--- src/rtl/uart_rx_deser_param.sv ---
// uart_rx_deser_param: collects sampled UART data bits into a word with a valid strobe and unread/overrun status
module uart_rx_deser_param #(
  parameter int DATA_WIDTH = 8,
  parameter bit MSB_FIRST  = 1'b0,
  parameter int CNT_WIDTH  = 4
) (
  input  logic                  CLK,
  input  logic                  RST,
  input  logic                  deser_en,
  input  logic                  sample_valid,
  input  logic                  sampled_bit,
  input  logic                  clear,
  input  logic                  data_ack,
  output logic [DATA_WIDTH-1:0] P_data,
  output logic                  data_valid,
  output logic                  unread,
  output logic                  overrun,
  output logic                  busy,
  output logic [CNT_WIDTH-1:0]  bit_cnt
);
  logic [DATA_WIDTH-1:0] r_shift, r_data, w_shift_nxt;
  logic [CNT_WIDTH-1:0]  r_cnt;
  logic                  r_valid, r_unread, r_overrun;
  logic                  w_accept, w_done;
  assign w_accept    = deser_en && sample_valid && !clear;
  assign w_done      = w_accept && (r_cnt == CNT_WIDTH'(DATA_WIDTH - 1));
  assign w_shift_nxt = MSB_FIRST ? {r_shift[DATA_WIDTH-2:0], sampled_bit}
                                 : {sampled_bit, r_shift[DATA_WIDTH-1:1]};
  assign P_data      = r_data;
  assign data_valid  = r_valid;
  assign unread      = r_unread;
  assign overrun     = r_overrun;
  assign bit_cnt     = r_cnt;
  assign busy        = r_cnt != '0;
  // shift in accepted bits, publish completed words, track unread/overrun; an ack on the completion edge applies to the old word
  always_ff @(posedge CLK or negedge RST) begin
    if (!RST) begin
      r_shift   <= '0;
      r_data    <= '0;
      r_cnt     <= '0;
      r_valid   <= 1'b0;
      r_unread  <= 1'b0;
      r_overrun <= 1'b0;
    end else begin
      r_valid <= w_done;
      if (clear || !deser_en) begin
        r_cnt   <= '0;
        r_shift <= '0;
      end else if (w_done) begin
        r_cnt   <= '0;
        r_shift <= w_shift_nxt;
        r_data  <= w_shift_nxt;
      end else if (w_accept) begin
        r_cnt   <= r_cnt + CNT_WIDTH'(1);
        r_shift <= w_shift_nxt;
      end
      r_unread  <= w_done | (r_unread & ~data_ack);
      r_overrun <= ~data_ack & (r_overrun | (w_done & r_unread));
    end
  end
endmodule
--- config.mk ---
export PLATFORM = sky130hd
export DESIGN_NAME = uart_rx_deser_param
export DESIGN_NICKNAME = d
export VERILOG_FILES = /design/src/rtl/uart_rx_deser_param.sv
export SDC_FILE = /design/constraint.sdc
export NUM_CORES = 1
export LEC_CHECK = 0
export CAP_MARGIN = 20
export CORE_MARGIN = 4
export CORE_UTILIZATION = 43
export CTS_CLUSTER_DIAMETER = 40
export DETAILED_ROUTE_END_ITERATION = 10
export PLACE_DENSITY = 0.71
export REMOVE_ABC_BUFFERS = 1
export SLEW_MARGIN = 20
export SYNTH_ARGS = -nofsm -noshare
export SYNTH_HDL_FRONTEND = slang
export SYNTH_SLANG_ARGS = --single-unit
--- constraint.sdc ---
create_clock -name CLK -period 3.5 [get_ports CLK]
set_input_delay 0.7 -clock CLK [delete_from_list [all_inputs] [get_ports CLK]]
set_output_delay 0.7 -clock CLK [all_outputs]
set_load 0.03 [all_outputs]
==> results of run 1 <==
==> power breakdown <==
group / total (mW) / switching (mW) / leakage, nW / internal, mW
clock network: 0.139 / 0.0754 / 0.0210 / 0.0636
registers: 0.257 / 0.00132 / 0.307 / 0.255
logic: 0.0296 / 0.0170 / 0.269 / 0.0126
==> cell families after synthesis <==
family	Yosys count
adders and majority gates	2
and+or+nand+nor	22
muxes	16
xor gates and xnor gates	1
AOI/OAI and AO/OA	4
DFF	22
buffers and inverters	5
==> state kept, by name, indices dropped and copies added (netlist names) <==
signal	cells
unread	1
bit_cnt	4
r_shift	7
data_valid	1
overrun	1
P_data	8
==> final cells by class <==
cell class	instances	share of cell area (%)
clock buffers	4	2.91
well taps	27	2.71
flip-flops and latches	22	44.1
inverters	3	0.902
repair buffers	22	17.6
multi-input cells	45	31.8
==> cell usage after synthesis <==
cell type | n | share of area (%)
sky130_fd_sc_hd__nor2_8 | 1 | 2.1
sky130_fd_sc_hd__dfrtp_1 | 22 | 57
sky130_fd_sc_hd__o32ai_1 | 1 | 0.91
sky130_fd_sc_hd__mux2_4 | 8 | 12
sky130_fd_sc_hd__inv_1 | 3 | 1.2
sky130_fd_sc_hd__nand3_1 | 1 | 0.52
sky130_fd_sc_hd__nand4b_4 | 1 | 2.5
sky130_fd_sc_hd__nand4_1 | 1 | 0.65
sky130_fd_sc_hd__mux2i_1 | 8 | 8.3
sky130_fd_sc_hd__nand3b_1 | 1 | 0.78
sky130_fd_sc_hd__or3_1 | 1 | 0.65
sky130_fd_sc_hd__clkbuf_1 | 1 | 0.39
sky130_fd_sc_hd__nand2b_1 | 2 | 1.3
sky130_fd_sc_hd__xor2_1 | 1 | 0.91
sky130_fd_sc_hd__buf_2 | 1 | 0.52
sky130_fd_sc_hd__ha_1 | 2 | 2.6
sky130_fd_sc_hd__nand2b_2 | 1 | 0.91
sky130_fd_sc_hd__nand2_1 | 3 | 1.2
sky130_fd_sc_hd__nor2_1 | 10 | 3.9
sky130_fd_sc_hd__a21oi_1 | 2 | 1.0
sky130_fd_sc_hd__o21ai_0 | 1 | 0.52
==> worst register-to-register path, stage by stage (launching register included) <==
cell	delay [ns]
sky130_fd_sc_hd__dfrtp_1	0.43
sky130_fd_sc_hd__ha_1	0.28
sky130_fd_sc_hd__nand4b_4	0.17
sky130_fd_sc_hd__nor2_8	0.25
sky130_fd_sc_hd__mux2_4	0.33
==> routing by layer <==
layer / vias up / routed length (um)
met5: - / 0
met4: 0 / 48
met3: 5 / 91
met2: 21 / 716
met1: 292 / 810
li1: 291 / -
==> final timing paths <==
kind | end | depth (start not counted) | slack [ns] | start
worst max register to register | P_data[6] | 4 | 1.93 | bit_cnt[0]
worst min register to register | P_data[0] | 1 | 0.52 | r_shift[1]
worst min-delay path | P_data[0] | 1 | 0.52 | r_shift[1]
worst max-delay path | busy | 4 | 1.08 | bit_cnt[0]
min in group asynchronous | P_data[4] | 1 | 0.89 | RST
max in group asynchronous | bit_cnt[1] | 1 | 2.03 | RST
==> load_flow_metrics.sql, run 1 <==
INSERT INTO impl_metrics (metric_group, metric, value, unit) VALUES
('critical_path', 'worst_setup_path_start_kind', 'flip-flop', ''),
('synth', 'synth.area.mux_share', '20.7', '%'),
('power_and_ir_drop', 'irDropWorstVdd', '0.226', 'mV'),
('synth', 'synth.avg_cell_area', '13.4', 'um2'),
('floorplan', 'io_pins', '23', ''),
('finish', 'final_cell_count_no_fill', '123', ''),
('synth', 'synth_top_family_by_area', 'multiplexers', ''),
('detailed_routing', 'detail_route.wl_per_cell', '13.6', 'um'),
('timing', 'finalWorstPathRequiredPeriod', '2.42', 'ns'),
('timing', 'max_clock_freq', '413', 'MHz'),
('global_routing', 'grt_busiest_layer', 'met2', ''),
('detailed_routing', 'number_of_design_rule_violations_left_by_the_first_detailed_router_iteration', '2', ''),
('synth', 'yosys_warnings', '0', ''),
('synth', 'syn_inst', '72', ''),
('global_routing', 'use_met1', '16.0', '%'),
('timing', 'timing.hold.ws', '0.518', 'ns'),
('critical_path', 'critical_path_required', '2.80', 'ns'),
('place', 'dpl.hpwl', '1.14', 'mm'),
('finish', 'num-fill-cells', '173', ''),
('synth', 'synthSimpleGateAreaFrac', '14.4', '%'),
('global_routing', 'antenna_violations_before_repair', '0', ''),
('synth', 'synth_compound_area_share', '2.46', '%'),
('detailed_routing', 'drt_pre_antenna_iters', '4', ''),
('floorplan', 'row_count', '16', ''),
('timing', 'timing_worst_slew_pin_value', '0.934', 'ns'),
('timing', 'worst_setup_margin', '1.08', 'ns'),
('clocking', 'cell_at_the_root_of_the_clock_tree', 'sky130_fd_sc_hd__clkbuf_4', ''),
('detailed_routing', 'drcViolationCount', '0', ''),
('run_status', 'run_status', 'finished, final reports clean', ''),
('power_and_ir_drop', 'p_leak', '0.597', 'nW'),
('synth', 'ys_ff_latch', '22', ''),
('finish', 'area_delta_synth_final', '29.1', '%'),
('global_routing', 'first_pass_grt_wire_length', '2.95', 'mm'),
('floorplan', 'initial_utilization', '47.4', '%'),
('timing', 'post-route-period-util', '69.2', '%'),
('power_and_ir_drop', 'power.total', '0.425', 'mW'),
('clocking', 'clock_slew_at_the_register_clock_pins_of_the_worst_setup_and_hold_paths', '0.12', 'ns'),
('critical_path', 'crit_path_end_kind', 'primary output', ''),
('clocking', 'post_cts_resized', '0', ''),
('finish', 'nNetsFinal', '106', ''),
('critical_path', 'max_stage_delay', '0.66', 'ns'),
('clocking', 'cts-htree-levels', '1', ''),
('clocking', 'insertion_delay', '0.32', 'ns'),
('detailed_routing', 'wirelength', '1.67', 'mm'),
('timing', 'finalHoldViolCount', '0', ''),
('clocking', 'tritoncts_clock_tree', 'built', ''),
('floorplan', 'chipWidth', '55.4', 'um'),
('finish', 'layout.cells.most_common_list', 'sky130_fd_sc_hd__dfrtp_1 (22), sky130_fd_sc_hd__clkdlybuf4s50_1 (22), sky130_fd_sc_hd__nor2_1 (10)', ''),
('critical_path', 'path_buf_inv', '2', ''),
('critical_path', 'crit_path_max_fanout', '5', ''),
('floorplan', 'chipHeight', '55.4', 'um'),
('clocking', 'post-cts-setup-buffers', '0', ''),
('timing', 'finalClockSkew', '0.0143', 'ns'),
('power_and_ir_drop', 'power_density', '341', 'nW/um2'),
('global_routing', 'gr-usage-met3', '3.26', '%'),
('critical_path', 'critical-path-top-delay-family', 'buffers and inverters', ''),
('clocking', 'cts_inserted_buffers', '3', ''),
('global_routing', 'groute.usage.overall', '12.1', '%'),
('global_routing', 'grt_use_met2', '17.7', '%'),
('detailed_routing', 'vias', '609', ''),
('place', 'gp_congestion', '0.693', ''),
('timing', 'rsz_0062_raised_after_global_routing', 'no', ''),
('place', 'dpl_worst_slack', '0.954', 'ns'),
('place', 'detailed_place.area', '1210', 'um2'),
('global_routing', 'first_global_vias', '637', ''),
('critical_path', 'crit_path_kind', 'reg -> out', ''),
('timing', 'slew-limit-headroom', '37.5', '%'),
('synth', 'synthXorXnorAreaFrac', '0.906', '%'),
('detailed_routing', 'route.antenna.remaining_nets', '0', ''),
('place', 'total_of_buffers_placed_on_input_and_output_ports', '22', ''),
('timing', 'finalSetupViolations', '0', '');
No activity file was read; power rests on OpenSTA's default activity.
==> run 2: changes to the inputs <==
Settings changed: PLACE_DENSITY 0.71 to 0.73.
Clock period 3.5 ns to 2.2 ns, I/O delays scaled along.
==> load_flow_metrics.sql, run 2 (synthesis results as in run 1) <==
INSERT INTO impl_metrics (metric_group, metric, value, unit) VALUES
('global_routing', 'grt_start_max_net_pins', '23', ''),
('clocking', 'clock_slew_at_the_register_clock_pins_of_the_worst_setup_and_hold_paths', '0.11', 'ns'),
('detailed_routing', 'drt_pre_antenna_iters', '4', ''),
('floorplan', 'initial_utilization', '47.4', '%'),
('critical_path', 'max_stage_delay', '0.73', 'ns'),
('power_and_ir_drop', 'netSwitchingFraction', '21.8', '%'),
('finish', 'layout.area.seq', '551', 'um2'),
('critical_path', 'crit_slowest_cell', 'sky130_fd_sc_hd__clkdlybuf4s50_1', ''),
('clocking', 'cell_at_the_root_of_the_clock_tree', 'sky130_fd_sc_hd__clkbuf_4', ''),
('timing', 'timing_worst_slew_pin_value', '0.314', 'ns'),
('critical_path', 'crit_path_end_kind', 'primary output', ''),
('timing', 'finalHoldViolCount', '0', ''),
('floorplan', 'core_region_area', '2040', 'um2'),
('floorplan', 'row_count', '16', ''),
('run_status', 'run_status', 'finished, final reports clean', ''),
('clocking', 'cts_inserted_buffers', '3', ''),
('timing', 'rsz_0062_raised_after_global_routing', 'no', ''),
('timing', 'max_clock_freq', '508', 'MHz'),
('timing', 'finalSetupViolations', '0', ''),
('finish', 'final_cell_count_no_fill', '125', ''),
('clocking', 'post-cts-setup-buffers', '0', ''),
('finish', 'num-fill-cells', '186', ''),
('clocking', 'insertion_delay', '0.29', 'ns'),
('finish', 'num_antenna_cells', '0', ''),
('power_and_ir_drop', 'irDropWorstVdd', '0.372', 'mV'),
('detailed_routing', 'number_of_design_rule_violations_left_by_the_first_detailed_router_iteration', '14', ''),
('timing', 'post-route-period-util', '89.5', '%'),
('critical_path', 'cp_cell_sequence', 'clkdlybuf4s50_1', ''),
('timing', 'finalWorstPathRequiredPeriod', '1.97', 'ns'),
('finish', 'area_delta_synth_final', '30.3', '%'),
('job', 'cap_viol_max_count', '0', ''),
('timing', 'finalClockSkew', '0.00435', 'ns'),
('critical_path', 'critical_path_required', '1.76', 'ns'),
('power_and_ir_drop', 'power_density', '500', 'nW/um2'),
('detailed_routing', 'wirelength', '1.78', 'mm'),
('critical_path', 'worst-endpoint-arrival', '1.53', 'ns'),
('floorplan', 'chipHeight', '55.4', 'um'),
('place', 'total_of_buffers_placed_on_input_and_output_ports', '22', ''),
('finish', 'nNetsFinal', '109', ''),
('clocking', 'clk_path_buf_depth', '2', ''),
('timing', 'final.setup.tns', '0', 'ns'),
('clocking', 'clock_sinks', '22', ''),
('place', 'gp_congestion', '0.657', ''),
('place', 'dpl.hpwl', '1.29', 'mm'),
('power_and_ir_drop', 'power_frac_comb', '8.1', '%'),
('place', 'placed_cell_count', '122', ''),
('detailed_routing', 'avgViaCountPerCell', '4.96', ''),
('critical_path', 'critical-path-top-delay-family', 'buffers and inverters', ''),
('clocking', 'postCtsHoldBufs', '0', ''),
('power_and_ir_drop', 'power.share.sequential', '64.8', '%'),
('critical_path', 'ff2ff_setup_slack', '0.66', 'ns'),
('timing', 'timing.hold.ws', '0.479', 'ns'),
('global_routing', 'first_global_vias', '666', ''),
('timing', 'final_max_slew_viol_count', '0', ''),
('floorplan', 'io_pins', '23', ''),
('finish', 'leading_cell_type_in_the_layout_fill_and_taps_excluded', 'sky130_fd_sc_hd__dfrtp_1', ''),
('detailed_routing', 'detail_route.wl_per_cell', '14.2', 'um'),
('floorplan', 'chipWidth', '55.4', 'um'),
('min_path', 'holdCritPathClass', 'in -> async', ''),
('detailed_routing', 'route.antenna.remaining_nets', '0', ''),
('finish', 'drive_above_1_share', '17.3', '%'),
('power_and_ir_drop', 'share_of_total_power_in_the_clock_network', '27.1', '%'),
('global_routing', 'first_pass_grt_wire_length', '3.10', 'mm'),
('finish', 'layout.cells.most_common_list', 'sky130_fd_sc_hd__dfrtp_1 (22), sky130_fd_sc_hd__clkdlybuf4s50_1 (21), sky130_fd_sc_hd__nor2_1 (10)', ''),
('global_routing', 'groute.usage.overall', '12.3', '%'),
('finish', 'number_of_flip_flops_under_the_largest_register_name', '8', ''),
('detailed_routing', 'vias', '620', ''),
('critical_path', 'crit_path_max_fanout', '6', ''),
('power_and_ir_drop', 'net_switching_power', '0.137', 'mW'),
('critical_path', 'crit_path_kind', 'reg -> out', ''),
('timing', 'slew-limit-headroom', '79.0', '%'),
('global_routing', 'globalRoute.totalOverflow', '0', ''),
('clocking', 'cts-htree-levels', '1', ''),
('finish', 'multi_input_comb_area', '397', 'um2'),
('critical_path', 'path_buf_inv', '1', ''),
('detailed_routing', 'drcViolationCount', '0', ''),
('clocking', 'tritoncts_clock_tree', 'built', ''),
('power_and_ir_drop', 'internal-power', '0.493', 'mW'),
('power_and_ir_drop', 'p_leak', '0.620', 'nW'),
('critical_path', 'worst_setup_path_start_kind', 'flip-flop', ''),
('floorplan', 'die-area', '3070', 'um2'),
('global_routing', 'antenna_violations_before_repair', '0', '');
## run 2: timing repair
action,4_1_cts,5_1_grt
resized for setup,0,1
endpoints found under the hold margin,0,0
endpoints found under the setup margin,0,1
## run 2: metal layers
metal  wire [um]  global-route usage (%)
met3         102                    3.50
met1         813                    17.1
met4           0                    3.13
met2         859                    18.9
met5           0                       0
## run 2: stage by stage
| step | area (um2) | power [mW] | utilization, % | setup WS [ns] |
|---|---|---|---|---|
| 2_1_floorplan | 958 | 0.433 | - | 0.573 |
| 3_3_place_gp | 1230 | 0.467 | 60.5 | 0.371 |
| 3_5_place_dp | 1230 | 0.468 | 60.5 | 0.290 |
| 4_1_cts | 1260 | 0.643 | 61.6 | 0.0266 |
| 5_1_grt | 1260 | 0.661 | 61.7 | 0.179 |
| 6_report | 1260 | 0.630 | 61.7 | 0.230 |
## run 2: final cells by class
type                            instances  area share [%]
Clock buffer                            3            1.79
Inverter                                3           0.894
Multi-Input combinational cell         45            31.5
Sequential cell                        22            43.7
Tap cell                               27            2.68
Timing Repair Buffer                   25            19.5
## run 2: final timing paths
check,to,from,depth (start not counted)
min reg2reg,P_data[0],P_data[0],1
min in group CLK,P_data[0],P_data[0],1
min,P_data[5],RST,2
max,bit_cnt[2],bit_cnt[2],1
max in group asynchronous,bit_cnt[2],RST,2
max reg2reg,P_data[2],bit_cnt[1],4
## run 2: power by group through the flow
stage / clock [mW] / combinational, mW / sequential [mW]
after global placement: 0 / 0.0506 / 0.416
final: 0.171 / 0.0511 / 0.408
after detailed placement: 0 / 0.0523 / 0.416
after floorplan: 0 / 0.0152 / 0.418
after CTS: 0.182 / 0.0525 / 0.408
after global routing: 0.196 / 0.0561 / 0.409
==> RTL edit (settings of run 1) <==
Change the parameter `CNT_WIDTH` from 4 to 3.
--- a/src/rtl/uart_rx_deser_param.sv
+++ b/src/rtl/uart_rx_deser_param.sv
@@ -3,5 +3,5 @@
   parameter int DATA_WIDTH = 8,
   parameter bit MSB_FIRST  = 1'b0,
-  parameter int CNT_WIDTH  = 4
+  parameter int CNT_WIDTH  = 3
 ) (
   input  logic                  CLK,
Interface: changed (resized bit_cnt); port bits go from 23 to 22. No check against the original RTL was run, so the function may have changed too.
==> RTL edit against run 1 <==
  * Worst setup slack better by 0.012 ns
  * Sequential cell count shrank 1
  * Routed wire length is 10% lower
  * Total power decreased by 8.2%
  * Synthesized area decreased by 6.9%
  * Largest cell class unchanged
  * Clock skew fell by 0.0047 ns
  * Combinational power shrank 5%
  * Cell area shrank 7.1%
==> RTL edit: results (changes against run 1) <==
status:
  status: "complete, no violations"
drt:
  met3_length_um: 88  # -3.3%
  firstDrtPassIters: 2  # -2
  drt-wirelength-per-cell_um: 12.8  # -5.8%
  dr_wl_met2_um: 633  # -12%
  total_via_count_after_detailed_routing: 558  # -8.4%
global_routing:
  grtUsageTotal_pct: 12.9  # +0.71 points
  grt_pass1_wl_um: 2660  # -9.6%
  grtUsageMet2_pct: 19.2  # +1.4 points
  grt_start_max_net_pins: 22  # -4.3%
  use_met3_pct: 2.77  # -0.49 points
  grt_util_met1_pct: 17.1  # +1.1 points
timing:
  clock.fmax_mhz: 415  # +0.48%
  finClkSkew_ns: 0.00959  # -0.00473 ns
  tightest_slew_ns: 0.884  # -0.0499 ns
cells_and_area:
  stdcell_count: 117  # -4.9%
  drive_above_1_share_pct: 14.4  # -1.2 points
  finish.net_count: 101  # -4.7%
worst_hold_path:
  worstHoldStart: "P_data[1]"
  hold_path.class: "register to register"
logic_synthesis:
  synthFlopType: "dfrtp_1"
  synth.distinct_cells: 17  # -19%
  yosysWarnings: 0  # unchanged
  commonest_cells_in_the_netlist: "dfrtp_1, mux2i_1, nor2_1, mux2_4, nand2b_1"
  synth_seq_area_share_pct: 58.3  # +1.4 points
  syn-instance-count: 67  # -6.9%
setup_path:
  worst-r2r-setup-slack_ns: 1.53  # -0.40 ns
placed_design:
  buffer_ports.inserted: 21  # -4.5%
  hpwl_after_detailed_placement_um: 1020  # -9.9%
  post_dp_cell_area_mm2: 0.00113  # -6.6%
  placed_cell_count: 113  # -5.0%
  routabilityCongestion: 0.653  # -5.8%
pwr:
  leakagePower_nw: 0.582  # -2.4%
  power.ir.vdd_worst_mv: 0.269  # +19%
RTL edit: logic make-up after synthesis:
family / Yosys count / synth area share (%)
compound gates: 3 / 1.81
fa+ha+maj: 3 / 4.17
buf+inv: 7 / 3.89
flops: 21 / 58.3
mux: 16 / 21.8
simple gates: 17 / 10.0
RTL edit: final cells by class:
class	instances	area, um^2
repair buffers	22	218
fillers	172	822
multi-input cells	39	340
well taps	27	33.8
clock inverters	1	5.00
clock buffers	3	22.5
inverters	4	15.0
flip-flops and latches	21	526
RTL edit: power by group:
group	switching [mW]	internal (mW)
logic	0.0147	0.0134
clock network	0.0744	0.0427
registers	0.00126	0.244
RTL edit: worst min-delay path by stage:
| stage | to | slack (ns) | cells past startpoint |
|---|---|---|---|
| final | P_data[1] | 0.52 | 1 |
| after global routing | P_data[1] | 0.55 | 1 |
| after CTS | P_data[1] | 0.53 | 1 |
| after detailed placement | P_data[2] | 0.50 | 1 |
| after global placement | P_data[1] | 0.49 | 1 |
| after floorplan | P_data[0] | 0.40 | 0 |
